<file path="src/rtl/cnn_pkg.sv">
// Shared state type and sizing/limit helpers for the CNN multiply-accumulate datapath.
package cnn_pkg;

  typedef enum logic {ACCUM, HOLD} mac_state_e;

  function automatic int acc_width(int bit_size, int weight_bits, int kernel_size);
    return bit_size + weight_bits + $clog2(kernel_size) + 1;
  endfunction

  // Clamp limits for a signed bit_size-wide result, held in 64 bits and sliced by the user.
  function automatic logic signed [63:0] sat_max(int bit_size);
    return (64'sd1 <<< (bit_size - 1)) - 64'sd1;
  endfunction

  function automatic logic signed [63:0] sat_min(int bit_size);
    return -(64'sd1 <<< (bit_size - 1));
  endfunction

endpackage

</file>
<file path="src/rtl/mac_lane_mult.sv">
// One signed activation x weight product at full precision; purely combinational.
module mac_lane_mult #(
  parameter int BitSize    = 32,
  parameter int WeightBits = 4
) (
  input  logic signed [BitSize-1:0]            a,
  input  logic signed [WeightBits-1:0]         w,
  output logic signed [BitSize+WeightBits-1:0] p
);

  localparam int ProdBits = BitSize + WeightBits;

  logic signed [ProdBits-1:0] a_ext;
  logic signed [ProdBits-1:0] w_ext;

  // Both operands widened to the product width so the multiply never truncates.
  assign a_ext = {{WeightBits{a[BitSize-1]}}, a};
  assign w_ext = {{BitSize{w[WeightBits-1]}}, w};
  assign p     = a_ext * w_ext;

endmodule

</file>
<file path="src/rtl/mac_multiprecision.sv">
// Pipelined multi-lane MAC: accumulates KernelSize products into one shifted output pixel.
// Define MAC_SATURATE_EN to clamp overflowing results instead of truncating them.
module mac_multiprecision
  import cnn_pkg::*;
#(
  parameter int BitSize       = 32,
  parameter int WeightBits    = 4,
  parameter int FixedPointPos = 0,
  parameter int KernelSize    = 9,
  parameter int Lanes         = 1
) (
  input  logic                          clk,
  input  logic                          res,
  input  logic                          in_valid,
  output logic                          in_ready,
  input  logic [Lanes*BitSize-1:0]      in_data,
  input  logic [Lanes*WeightBits-1:0]   in_weight,
  output logic                          out_valid,
  input  logic                          out_ready,
  output logic signed [BitSize-1:0]     out_data,
  output logic                          out_overflow
);

  localparam int AccBits  = acc_width(BitSize, WeightBits, KernelSize);
  localparam int ProdBits = BitSize + WeightBits;
  localparam int Beats    = KernelSize / Lanes;
  localparam int CntBits  = (Beats > 1) ? $clog2(Beats) : 1;
  localparam logic [CntBits-1:0] LastCnt = CntBits'(Beats - 1);

  if (KernelSize % Lanes != 0) begin : g_bad_kernel
    $error("mac_multiprecision: KernelSize must be a multiple of Lanes");
  end
  if (WeightBits < 1 || WeightBits > 8) begin : g_bad_weight
    $error("mac_multiprecision: WeightBits must be in 1..8");
  end

  logic signed [ProdBits-1:0]      prod [Lanes];
  logic signed [AccBits-1:0]       lane_sum;
  logic signed [AccBits-1:0]       acc_sum;
  logic signed [AccBits-1:0]       final_sum;
  logic [AccBits-BitSize:0]        upper_bits;
  logic                            overflow;
  logic signed [BitSize-1:0]       result;
  logic                            fire;

  mac_state_e                      state_q, state_d;
  logic [CntBits-1:0]              cnt_q, cnt_d;
  logic signed [AccBits-1:0]       acc_q, acc_d;
  logic                            in_ready_q, in_ready_d;
  logic                            out_valid_q, out_valid_d;
  logic signed [BitSize-1:0]       out_data_q, out_data_d;
  logic                            out_overflow_q, out_overflow_d;

  for (genvar l = 0; l < Lanes; l++) begin : g_lane
    mac_lane_mult #(
      .BitSize    (BitSize),
      .WeightBits (WeightBits)
    ) u_mult (
      .a (in_data[l*BitSize +: BitSize]),
      .w (in_weight[l*WeightBits +: WeightBits]),
      .p (prod[l])
    );
  end

  always_comb begin
    lane_sum = '0;
    for (int l = 0; l < Lanes; l++) begin
      lane_sum = lane_sum + {{(AccBits-ProdBits){prod[l][ProdBits-1]}}, prod[l]};
    end
  end

  assign acc_sum   = acc_q + lane_sum;
  assign final_sum = acc_sum >>> FixedPointPos;

  // Fits only if everything from bit BitSize-1 upward is a pure sign extension.
  assign upper_bits = final_sum[AccBits-1:BitSize-1];
  assign overflow   = !((&upper_bits) || !(|upper_bits));

`ifdef MAC_SATURATE_EN
  localparam logic signed [63:0] SatMax = sat_max(BitSize);
  localparam logic signed [63:0] SatMin = sat_min(BitSize);

  always_comb begin
    result = final_sum[BitSize-1:0];
    if (overflow) begin
      result = final_sum[AccBits-1] ? SatMin[BitSize-1:0] : SatMax[BitSize-1:0];
    end
  end
`else
  assign result = final_sum[BitSize-1:0];
`endif

  assign fire = in_valid && in_ready_q;

  always_comb begin
    state_d        = state_q;
    cnt_d          = cnt_q;
    acc_d          = acc_q;
    in_ready_d     = in_ready_q;
    out_valid_d    = out_valid_q;
    out_data_d     = out_data_q;
    out_overflow_d = out_overflow_q;
    case (state_q)
      ACCUM: begin
        if (fire) begin
          if (cnt_q == LastCnt) begin
            out_data_d     = result;
            out_overflow_d = overflow;
            out_valid_d    = 1'b1;
            in_ready_d     = 1'b0;
            acc_d          = '0;
            cnt_d          = '0;
            state_d        = HOLD;
          end else begin
            acc_d = acc_sum;
            cnt_d = cnt_q + CntBits'(1);
          end
        end
      end
      HOLD: begin
        // Leaving HOLD only re-arms in_ready; the next beat is taken a cycle later.
        if (out_ready) begin
          out_valid_d = 1'b0;
          in_ready_d  = 1'b1;
          state_d     = ACCUM;
        end
      end
      default: begin
        state_d    = ACCUM;
        in_ready_d = 1'b1;
      end
    endcase
  end

  always_ff @(posedge clk or posedge res) begin
    if (res) begin
      state_q        <= ACCUM;
      cnt_q          <= '0;
      acc_q          <= '0;
      in_ready_q     <= 1'b1;
      out_valid_q    <= 1'b0;
      out_data_q     <= '0;
      out_overflow_q <= 1'b0;
    end else begin
      state_q        <= state_d;
      cnt_q          <= cnt_d;
      acc_q          <= acc_d;
      in_ready_q     <= in_ready_d;
      out_valid_q    <= out_valid_d;
      out_data_q     <= out_data_d;
      out_overflow_q <= out_overflow_d;
    end
  end

  assign in_ready     = in_ready_q;
  assign out_valid    = out_valid_q;
  assign out_data     = out_data_q;
  assign out_overflow = out_overflow_q;

endmodule

</file>
<file path="config.mk">
export PLATFORM = sky130hd
export DESIGN_NAME = mac_multiprecision
export DESIGN_NICKNAME = d
export VERILOG_FILES = /design/src/rtl/cnn_pkg.sv /design/src/rtl/mac_lane_mult.sv /design/src/rtl/mac_multiprecision.sv
export SDC_FILE = /design/constraint.sdc
export NUM_CORES = 1
export LEC_CHECK = 0
export ABC_AREA = 1
export CORE_MARGIN = 10
export CORE_UTILIZATION = 38
export CTS_CLUSTER_DIAMETER = 100
export DETAILED_ROUTE_END_ITERATION = 8
export GPL_TIMING_DRIVEN = 0
export MAX_ROUTING_LAYER = met4
export PLACE_DENSITY_LB_ADDON = 0.05
export RECOVER_POWER = 25
export SLEW_MARGIN = 5
export SYNTH_ARGS = -nofsm -noshare
export SYNTH_HDL_FRONTEND = slang
export SYNTH_SLANG_ARGS = --single-unit
</file>
<file path="constraint.sdc">
create_clock -name clk -period 3.51 [get_ports clk]
set_input_delay 0.351 -clock clk [delete_from_list [all_inputs] [get_ports clk]]
set_output_delay 0.351 -clock clk [all_outputs]
set_load 0.005 [all_outputs]
</file>
==> results.sh, run 1 <==
export IMPL_grt_use_total=0.206
export IMPL_avgSynthCellArea_um2=7.25
export IMPL_maxCapViolations=1
export IMPL_area_growth_synth_to_final_pct=42.8
export IMPL_fin_ws_ns=-0.337
export IMPL_dpl_instance_area_mm2=0.0118
export IMPL_overflow=0
export IMPL_use_met3=0.0219
export IMPL_finalWeightedCongestion=0.887
export IMPL_critical_path_class="input port to flip-flop"
export IMPL_cp_top_family="adder cells"
export IMPL_grt_busiest_layer="met2"
export IMPL_crit_chain="dlygate4sd2_1, nand2_1, inv_1, fa_1, fa_1, inv_1, fa_1, inv_2, ha_4, nand2_4, nor2_4, buf_4, buf_4, a21oi_4, nand3_4, buf_6, buf_6, a31oi_4, xor2_2, o21ai_1"
export IMPL_core_area_mm2=0.0262
export IMPL_synth_edf_count=0
export IMPL_fin_area_mm2=0.0146
export IMPL_yosys_warnings=0
export IMPL_clock_skew_ns=0.0188
export IMPL_fmax_mhz=260
export IMPL_dp_hpwl_mm=24.7
export IMPL_grt_pass1_vias=9298
export IMPL_ys_types=37
export IMPL_required_ns=3.73
export IMPL_num_rows=59
export IMPL_yosysSeqAreaShare=0.199
export IMPL_drive_gt1_frac=0.311
export IMPL_ys_async_sr_fraction=1.00
export IMPL_grt_use_met1=0.285
export IMPL_synth_fp_nets=1641
export IMPL_met2_usage=0.319
export IMPL_synth_common_cells="377 x nand2_1, 353 x inv_1, 108 x fa_1"
export IMPL_drt_iter0_drc=505
export IMPL_netlist_top_cell_by_area="fa_1"
export IMPL_num_nets_final=1807
export IMPL_clock_sinks=81
export IMPL_wl_per_cell_um=17.4
export IMPL_cts_tree="built"
export IMPL_holdBufCountCts=0
export IMPL_routed_wirelength_mm=33.2
export IMPL_first_pass_iters=5
export IMPL_clock_latency_ns=0.37
export IMPL_boundaryPins=75
export IMPL_io_buffers=74
export IMPL_rsz0062_at_grt="true"
export IMPL_critPathArrivalTime_ns=4.07
export IMPL_cts_made_buffers=9
export IMPL_failed_checks="max-capacitance violations, max-slew violations, negative setup slack"
export IMPL_die_area_mm2=0.0338
export IMPL_setup_viol=25
export IMPL_syn_area_mm2=0.0102
export IMPL_path_max_fanout=4
export IMPL_netlist_instances=1408
export IMPL_htree_levels=3
export IMPL_fin_crit_ns=3.85
export IMPL_synth_most_common_cell="nand2_1"
export IMPL_diodes=0
export IMPL_antenna_found_initial=0
export IMPL_grt_first_pass_wirelength_mm=52.4
export IMPL_synth_top_cell_area_share=0.212
export IMPL_cpMaxStageDelayCell="fa_1"
export IMPL_worst_pin_slew_ns=1.99
export IMPL_die_x_um=184
export IMPL_drv_slew=39
export IMPL_synth_flop_cell="dfrtp_1"
export IMPL_die_h_um=184
export IMPL_route_detailed_drc=0
export IMPL_crit_top_cell="fa_1"
export IMPL_fillers=2391
export IMPL_preCtsSetupSlack_ns=-1.91
export IMPL_cp_slowest_stage_delay_ns=0.50
export IMPL_clk_pin_slew_ns=0.08
export IMPL_num_vias=9101
export IMPL_max_slew_margin=-0.335
export IMPL_grt_max_degree=44
export IMPL_status="finished with violations"
export IMPL_ant_nets=0
export IMPL_synth_seq_cells=81
export IMPL_startpoint_type="input port"
export IMPL_yosys_top_cells_area="fa_1 21%, dfrtp_1 20%, nand2_1 14%"
export IMPL_finalCritPeriodShare=1.10
export IMPL_detail_route_vias_per_cell=4.75
export IMPL_finish_utilization=0.556
export IMPL_start_util=0.389
export IMPL_end_kind="flip-flop"
export IMPL_clockBufferDepth=2
export IMPL_hold_path_class="flip-flop to flip-flop"
export IMPL_hold_viol=0
export IMPL_path_buf_inv=8
export IMPL_clock_root_buffer="clkbuf_16"
## path summary, 6_finish.rpt
kind,start,endpoint,slack [ns],cells after the start
max,in_data[17],acc_q[30],-0.34,20
min,in_ready,in_ready,0.48,2
max reg2reg,acc_q[3],out_overflow,-0.23,21
min reg2reg,in_ready,in_ready,0.48,2
max in group asynchronous,res,acc_q[19],1.63,2
min in group asynchronous,res,out_data[5],0.93,2
## cell type report
class / instances / area (um2) / share of cell area
sequential: 81 / 2030 / 0.139
inverter: 364 / 1380 / 0.0949
clock inverter: 7 / 66.3 / 0.00455
multi-input combinational: 935 / 8550 / 0.587
buffer: 28 / 332 / 0.0228
timing repair buffer: 155 / 1570 / 0.108
clock buffer: 9 / 225 / 0.0155
tap: 335 / 419 / 0.0288
## worst min-delay path, delay by kind of cell (launching register included)
kind	cells	cell delay, ns
and+or+nand+nor	2	0.10
DFF	1	0.38
## placed cells by master, fill, tap and decap left out, types with 20 or more instances in the layout
cell	n
nand2_1	285
o21ai_1	35
nand2_4	35
nand2_2	87
o21ai_0	48
nor2_1	44
buf_6	20
ha_1	47
clkbuf_16	23
nor2_4	26
inv_1	316
buf_4	50
nand3_1	22
clkdlybuf4s50_1	37
a21oi_4	20
dfrtp_1	80
fa_1	103
nor2_2	23
inv_2	44
ha_4	38
## cells by family after synthesis
logic type / after synthesis / synth area share
XOR/XNOR: 31 / 0.0266
adder cells (fa/ha/maj): 193 / 0.316
flip-flops: 81 / 0.199
AO/OA/AOI/OAI: 150 / 0.0776
buffers and inverters: 392 / 0.144
AND/OR/NAND/NOR: 561 / 0.237
## what timing repair did
action | in CTS | in global routing
gates cloned | 5 | 2
buffers inserted | 48 | 26
setup endpoints to repair | 68 | 53
resized for setup | 370 | 176
pin swaps | 91 | 89
## metrics by stage
stage / instances / hold WS (ns) / setup TNS, ns
2_1_floorplan: 1408 / 0.447 / -0.123
4_1_cts: 1887 / 0.400 / -2.64
3_5_place_dp: 1818 / 0.466 / -87.25
3_3_place_gp: 1817 / 0.464 / -139.80
5_1_grt: 1914 / 0.499 / -8.83
6_report: 1914 / 0.478 / -3.28
## per-layer routing
metal | share of wire | vias to the layer above | wire [um]
met5 | 0 | - | 0
met4 | 0.019 | 0 | 646
met3 | 0.039 | 46 | 1290
met2 | 0.45 | 176 | 15000
met1 | 0.49 | 4379 | 16300
li1 | - | 4500 | -
## registers in the layout, summed over array words and instances (netlist names)
signal / cells
cnt_q: 4
out_valid: 1
out_overflow: 1
in_ready: 1
out_data: 32
state_q: 1
acc_q: 41
Power of run 1 is not shown: default switching activity piles up to over one toggle a cycle in this logic, so the estimate is an artifact.
==> run 2, diff against run 1 <==
Settings changed: CTS_CLUSTER_SIZE set to 10.
==> results of run 2 <==
Final layout, timing and power as in run 1 (identical DEF).
Power of run 2 is left out for the same reason.
==> run 3, diff against run 2 <==
Settings changed: HOLD_SLACK_MARGIN set to 0.08.
==> results of run 3 <==
Final layout, timing and power as in run 1 (identical DEF).
Power of run 3 is left out for the same reason.
